**config.mk**
```make
export PLATFORM = sky130hd
export DESIGN_NAME = forward_park_flat
export DESIGN_NICKNAME = d
export VERILOG_FILES = /design/src/rtl/forward_park_if.sv /design/src/rtl/forward_park.sv /design/src/flat_wrapper.sv
export SDC_FILE = /design/constraint.sdc
export NUM_CORES = 2
export LEC_CHECK = 0
export BUFFER_PORTS_ARGS = -buffer_cell sky130_fd_sc_hd__buf_2
export CAP_MARGIN = 20
export CORE_UTILIZATION = 30
export CTS_CLUSTER_SIZE = 12
export DETAILED_ROUTE_END_ITERATION = 16
export HOLD_SLACK_MARGIN = 0.05
export PLACE_DENSITY = 0.44
export SLEW_MARGIN = 20
export SYNTH_ARGS = -nofsm -noshare
export SYNTH_HDL_FRONTEND = slang
export SYNTH_SLANG_ARGS = --single-unit
export TNS_END_PERCENT = 50
```
**constraint.sdc**
```tcl
create_clock -name clk -period 37.5 [get_ports clk]
set_clock_uncertainty 0.1 [all_clocks]
set_input_delay 0 -clock clk [delete_from_list [all_inputs] [get_ports clk]]
set_output_delay 0 -clock clk [all_outputs]
set_load 0.02 [all_outputs]
```
**src/rtl/forward_park_if.sv**
```systemverilog
// Start/done handshake and data bundle for the forward Park transform.
interface forward_park_if #(
   parameter int D_WIDTH = 32
);
   logic signed [D_WIDTH-1:0] alpha;
   logic signed [D_WIDTH-1:0] beta;
   logic signed [D_WIDTH-1:0] sin;
   logic signed [D_WIDTH-1:0] cos;
   logic                      start;
   logic signed [D_WIDTH-1:0] D;
   logic signed [D_WIDTH-1:0] Q;
   logic                      busy;
   logic                      done;

   modport master (output alpha, beta, sin, cos, start, input D, Q, busy, done);
   modport slave  (input alpha, beta, sin, cos, start, output D, Q, busy, done);
endinterface

```
**src/rtl/forward_park.sv**
```systemverilog
// Forward Park transform (alpha/beta -> d/q) using one shared signed multiplier
// over four cycles, then round-half-up and saturate into D/Q.
module forward_park #(
   parameter int D_WIDTH = 32,
   parameter int Q_BITS  = 10
) (
   input logic           clk,
   input logic           rst,
   forward_park_if.slave bus
);
   localparam int PW = 2 * D_WIDTH;
   localparam int AW = 2 * D_WIDTH + 2;

   localparam logic [1:0] IDLE = 2'd0;
   localparam logic [1:0] MUL  = 2'd1;
   localparam logic [1:0] OUT  = 2'd2;

   localparam logic signed [AW-1:0] RND     = {{(AW-Q_BITS){1'b0}}, 1'b1, {(Q_BITS-1){1'b0}}};
   localparam logic signed [AW-1:0] SAT_MAX = {{(AW-D_WIDTH+1){1'b0}}, {(D_WIDTH-1){1'b1}}};
   localparam logic signed [AW-1:0] SAT_MIN = {{(AW-D_WIDTH+1){1'b1}}, {(D_WIDTH-1){1'b0}}};

   logic [1:0]                state;
   logic [1:0]                idx;
   logic signed [D_WIDTH-1:0] a_r, b_r, s_r, c_r;
   logic signed [AW-1:0]      acc_d, acc_q;
   logic signed [D_WIDTH-1:0] op_x, op_y;
   logic signed [PW-1:0]      prod;
   logic signed [AW-1:0]      prod_ext;

   function automatic logic signed [D_WIDTH-1:0] round_sat(input logic signed [AW-1:0] acc);
      logic signed [AW-1:0] r;
      r = (acc + RND) >>> Q_BITS;
      if (r > SAT_MAX)      return SAT_MAX[D_WIDTH-1:0];
      else if (r < SAT_MIN) return SAT_MIN[D_WIDTH-1:0];
      else                  return r[D_WIDTH-1:0];
   endfunction

   // idx 0: alpha*cos, 1: beta*sin, 2: alpha*sin, 3: beta*cos
   always_comb begin
      op_x     = idx[0] ? b_r : a_r;
      op_y     = (idx[0] ^ idx[1]) ? s_r : c_r;
      prod     = PW'(op_x) * PW'(op_y);
      prod_ext = {{2{prod[PW-1]}}, prod};
   end

   assign bus.busy = (state != IDLE);

   always_ff @(posedge clk) begin
      if (rst) begin
         state  <= IDLE;
         idx    <= '0;
         a_r    <= '0;
         b_r    <= '0;
         s_r    <= '0;
         c_r    <= '0;
         acc_d  <= '0;
         acc_q  <= '0;
         bus.D  <= '0;
         bus.Q  <= '0;
         bus.done <= 1'b0;
      end else begin
         bus.done <= 1'b0;
         case (state)
            IDLE: begin
               if (bus.start) begin
                  a_r   <= bus.alpha;
                  b_r   <= bus.beta;
                  s_r   <= bus.sin;
                  c_r   <= bus.cos;
                  acc_d <= '0;
                  acc_q <= '0;
                  idx   <= '0;
                  state <= MUL;
               end
            end
            MUL: begin
               case (idx)
                  2'd0, 2'd1: acc_d <= acc_d + prod_ext;
                  2'd2:       acc_q <= acc_q - prod_ext;
                  default:    acc_q <= acc_q + prod_ext;
               endcase
               idx <= idx + 2'd1;
               if (idx == 2'd3) state <= OUT;
            end
            OUT: begin
               bus.D    <= round_sat(acc_d);
               bus.Q    <= round_sat(acc_q);
               bus.done <= 1'b1;
               state    <= IDLE;
            end
            default: state <= IDLE;
         endcase
      end
   end
endmodule
```
**src/flat_wrapper.sv**
```systemverilog
// flat-port wrapper written by rule: the top's interface ports become plain ports
module forward_park_flat 
#(
   parameter int D_WIDTH = 32,
   parameter int Q_BITS  = 10
)
  (clk, rst, bus_alpha, bus_beta, bus_sin, bus_cos, bus_start, bus_D, bus_Q, bus_busy, bus_done);
  forward_park_if #(.D_WIDTH(D_WIDTH)) bus_i ();
  input logic clk;
  input logic rst;
  input wire logic [$bits(bus_i.alpha)-1:0] bus_alpha;
  input wire logic [$bits(bus_i.beta)-1:0] bus_beta;
  input wire logic [$bits(bus_i.sin)-1:0] bus_sin;
  input wire logic [$bits(bus_i.cos)-1:0] bus_cos;
  input wire logic [$bits(bus_i.start)-1:0] bus_start;
  output wire logic [$bits(bus_i.D)-1:0] bus_D;
  output wire logic [$bits(bus_i.Q)-1:0] bus_Q;
  output wire logic [$bits(bus_i.busy)-1:0] bus_busy;
  output wire logic [$bits(bus_i.done)-1:0] bus_done;
  assign bus_i.alpha = bus_alpha;
  assign bus_i.beta = bus_beta;
  assign bus_i.sin = bus_sin;
  assign bus_i.cos = bus_cos;
  assign bus_i.start = bus_start;
  assign bus_D = bus_i.D;
  assign bus_Q = bus_i.Q;
  assign bus_busy = bus_i.busy;
  assign bus_done = bus_i.done;
  forward_park #(.D_WIDTH(D_WIDTH), .Q_BITS(Q_BITS)) u_core (.clk(clk), .rst(rst), .bus(bus_i));
endmodule
```
==> metrics.md <==
| Metric | Value |
|---|---|
| Clock sinks | `329` |
| Final Setup Violations | `0` |
| Worst Tran Pin Value | `1.20 ns` |
| Global-route wire length before repair | `346 mm` |
| Worst r2r dst | `u_core.acc_q[65]` |
| Core box area | `200,000 um^2` |
| Worst Path Max Fanout | `35` |
| DR WL/cell | `21.9 um` |
| Hold Vio Cnt, Final | `0` |
| Hold_sp | `bus_sin[2]` |
| GPL Wtd Cong | `0.912` |
| Rows | `164` |
| Final Non-Filler Cells | `10.3k` |
| 1st-iter DRT viols | `3,176` |
| Async set or reset register ratio after synthesis | `0%` |
| Clock power frac | `15.6%` |
| R2r setup slk | `21.83 ns` |
| Placed insts | `9,842` |
| Internal | `1.48 mW` |
| Die W | `450 um` |
| Critical path depth | `43` |
| Congestion Overflow GR | `0` |
| Clock Latency Late Sink | `0.71 ns` |
| Critical Path AT | `16.13 ns` |
| Hold Crit Class | `input port to register` |
| Largest net degree at the start of global routing | `103` |
| DRT Pass-1 Iters | `7` |
| Min cycle time layout | `15.67 ns` |
| Relative slew margins | `19.3%` |
| Sequential area share after synthesis | `10.9%` |
| Layout cell share with drive strength beyond 1 | `7.17%` |
| Fin worst setup slack | `21.83 ns` |
| Area grow syn2layout | `15.0%` |
| Critical Path End | `u_core.acc_q[65]` |
| Outcome | `finished, final reports clean` |
| Cell depth of the worst hold path | `4` |
| Switching Power | `1.68 mW` |
| Vias in the first global route | `54.4k` |
| Register share of total power | `13.6%` |
| Max Fclk | `0.0638 GHz` |
| Reg clk slew, reported paths | `0.06 ns` |
| Number of distinct library cells after synthesis | `111` |
| # DRC | `0` |
| CTS resizes | `0` |
| Number of synthesized flops with an enable pin | `0` |
| Most frequent cells in the layout | `inv_1 (1,115), fa_1 (1,084), nand2_1 (1,001), nor2_1 (932), a21oi_1 (372)` |
| Ys Warns | `0` |
| Top_reg_cell synth | `dfxtp_1` |
| H-Tree Depth | `2` |
| Worst reg2reg path startpoint | `u_core.idx[0]` |
| Sw Ratio | `53.2%` |
| CP max stage delay | `0.83 ns` |
| Leakage | `31.8 nW` |
| Detail Route Antenna Nets | `0` |
| Routed WL | `225 mm` |
| Final core utilization | `34.7%` |
| Crit. Startpoint | `u_core.idx[0]` |
| Post-Syn Nets | `8,808` |
| Slew Limit Fails | `0` |
| Most common cell on crit path | `fa_1` |
| Max_cap viols | `0` |
| Layout net count | `9,111` |
| Initial antenna violation count | `2` |
| Cts bufs inserted | `47` |
| CP bufs+invs | `8` |
| CTS tree | `done` |
| Critical Path Slowest Stage Cell | `dfxtp_4` |
| Mapped cell area | `60,200 um^2` |
| Critical Path RT | `37.96 ns` |
| Tot GR Track Use | `22.3%` |
| Vias per cell | `5.07` |
| Longest Clk Path Bufs | `3` |
| Setup WS pre-CTS | `22.01 ns` |
| # IOs | `197` |
| Setup crit end kind | `register` |
| Vias post-DR | `52.1k` |
| Syn Area/Cell | `8.28 um^2` |
| Yosys reg bits | `329` |
| CTS Root Cell | `clkbuf_16` |
| Commonest non-fill, non-tap cell in the layout | `inv_1` |
| VDD IR max | `0.0388 mV` |
| RSZ-0062 raised after global routing | `false` |
| Fin crit share | `41.8%` |
| Combinational Power Share | `70.8%` |
| Gate Count Post-Synth | `7,272` |
| PwrDens | `45.5 nW/um^2` |
| Delay-heaviest family, CP | `adder cells` |
| Setup crit start kind | `register` |
| Dpl hpwl | `178 mm` |
| Die area | `203,000 um^2` |
| Cells on worst reg2reg path | `43` |
| Die outline height | `450 um` |
| IO Port Bufs | `196` |
| Critical path type | `register to register` |
| Initial Utilization | `30.2%` |
| TNS Setup | `0 ns` |
## kinds of logic after synthesis
kind of cell / after synthesis / share of synthesized area, %
AOI/OAI and AO/OA: 1106 / 12.1
xor gates and xnor gates: 314 / 4.58
adders and majority gates: 1405 / 42.7
buffers and inverters: 1486 / 9.38
DFF: 329 / 10.9
muxes: 132 / 2.33
and+or+nand+nor: 2500 / 18.0
## flip-flops by register name (all words and copies together) (netlist names)
signal / count
u_core.bus.Q: 32
u_core.acc_q: 66
u_core.c_r: 32
u_core.bus.D: 32
u_core.bus.done: 1
u_core.acc_d: 66
u_core.idx: 2
u_core.s_r: 32
u_core.a_r: 32
u_core.b_r: 32
u_core.state: 2
## layout make-up
cell class / count / area (um^2)
Sequential cell: 329 / 6590
Inverter: 1115 / 4190
Multi-Input combinational cell: 5457 / 48400
Clock inverter: 20 / 300
Fill cell: 20700 / 130000
Clock buffer: 65 / 1360
Timing Repair Buffer: 625 / 5070
Antenna cell: 1 / 2.50
Tap cell: 2656 / 3320
## metrics by stage
stage               area (um^2)  hold WS, ns  total power [mW]
floorplan                 60200       0.0360              1.95
global placement          64100        0.140              2.62
detailed placement        64200        0.148              2.61
CTS                       69200       0.0573              3.16
global route              69300       0.0894              3.41
finish                    69300       0.0861              3.15
## synth_stat cells, drive strengths merged (25+ instances only)
library cell / instances / share of area [%]
xnor2: 213 / 3.1
fa: 1084 / 36
a22oi: 77 / 0.96
o21bai: 26 / 0.32
and2: 44 / 0.46
and3: 47 / 0.50
a211oi: 47 / 0.60
nand4: 60 / 0.63
a31oi: 47 / 0.49
inv: 1115 / 6.9
nor2: 940 / 5.9
nor2b: 33 / 0.34
clkbuf: 310 / 1.9
a22o: 25 / 0.38
nand3: 103 / 0.86
nor3: 91 / 0.82
a21o: 143 / 1.8
buf: 61 / 0.50
nor4: 34 / 0.39
nand2: 1004 / 6.3
mux2i: 67 / 1.1
mux2: 65 / 1.2
a21oi: 374 / 3.1
o21ai: 138 / 1.2
xor2: 101 / 1.5
or3: 30 / 0.31
o21a: 58 / 0.72
ha: 321 / 6.7
dfxtp: 329 / 11
nand2b: 32 / 0.33
## metal layers
| metal | vias to the layer above | GRT usage, % | part of all wire [%] |
|---|---|---|---|
| met5 | - | 0 | 0.0031 |
| met4 | 2 | 6.87 | 3.5 |
| met3 | 306 | 2.82 | 5.2 |
| met2 | 1482 | 36.2 | 46 |
| met1 | 26500 | 30.7 | 45 |
| li1 | 23700 | - | - |
## worst min path at each step
stage / to / slack, ns
2_1_floorplan: u_core.s_r[2] / 0.04
3_3_place_gp: u_core.s_r[31] / 0.14
3_5_place_dp: u_core.b_r[0] / 0.15
4_1_cts: u_core.s_r[2] / 0.06
5_1_grt: u_core.s_r[2] / 0.09
6_report: u_core.s_r[2] / 0.09
## what timing repair did
| item | in CTS | in global routing |
|---|---|---|
| hold buffers | 340 | 0 |
| endpoints found under the hold margin | 180 | 0 |
| buffers inserted | 0 | 0 |
## power by group through the flow
stage | Clock (mW) | Combinational, mW | Sequential [mW]
detailed placement | 0 | 2.17 | 0.437
floorplan | 0 | 1.54 | 0.410
global route | 0.521 | 2.45 | 0.434
CTS | 0.511 | 2.22 | 0.429
global placement | 0 | 2.19 | 0.437
finish | 0.492 | 2.23 | 0.430
## worst min-delay path: stages
cell	delay, ns
dlygate4sd3_1	0.54
buf_2	0.12
nand2_1	0.09
a21oi_1	0.07
(Power assumes the default switching activity.)
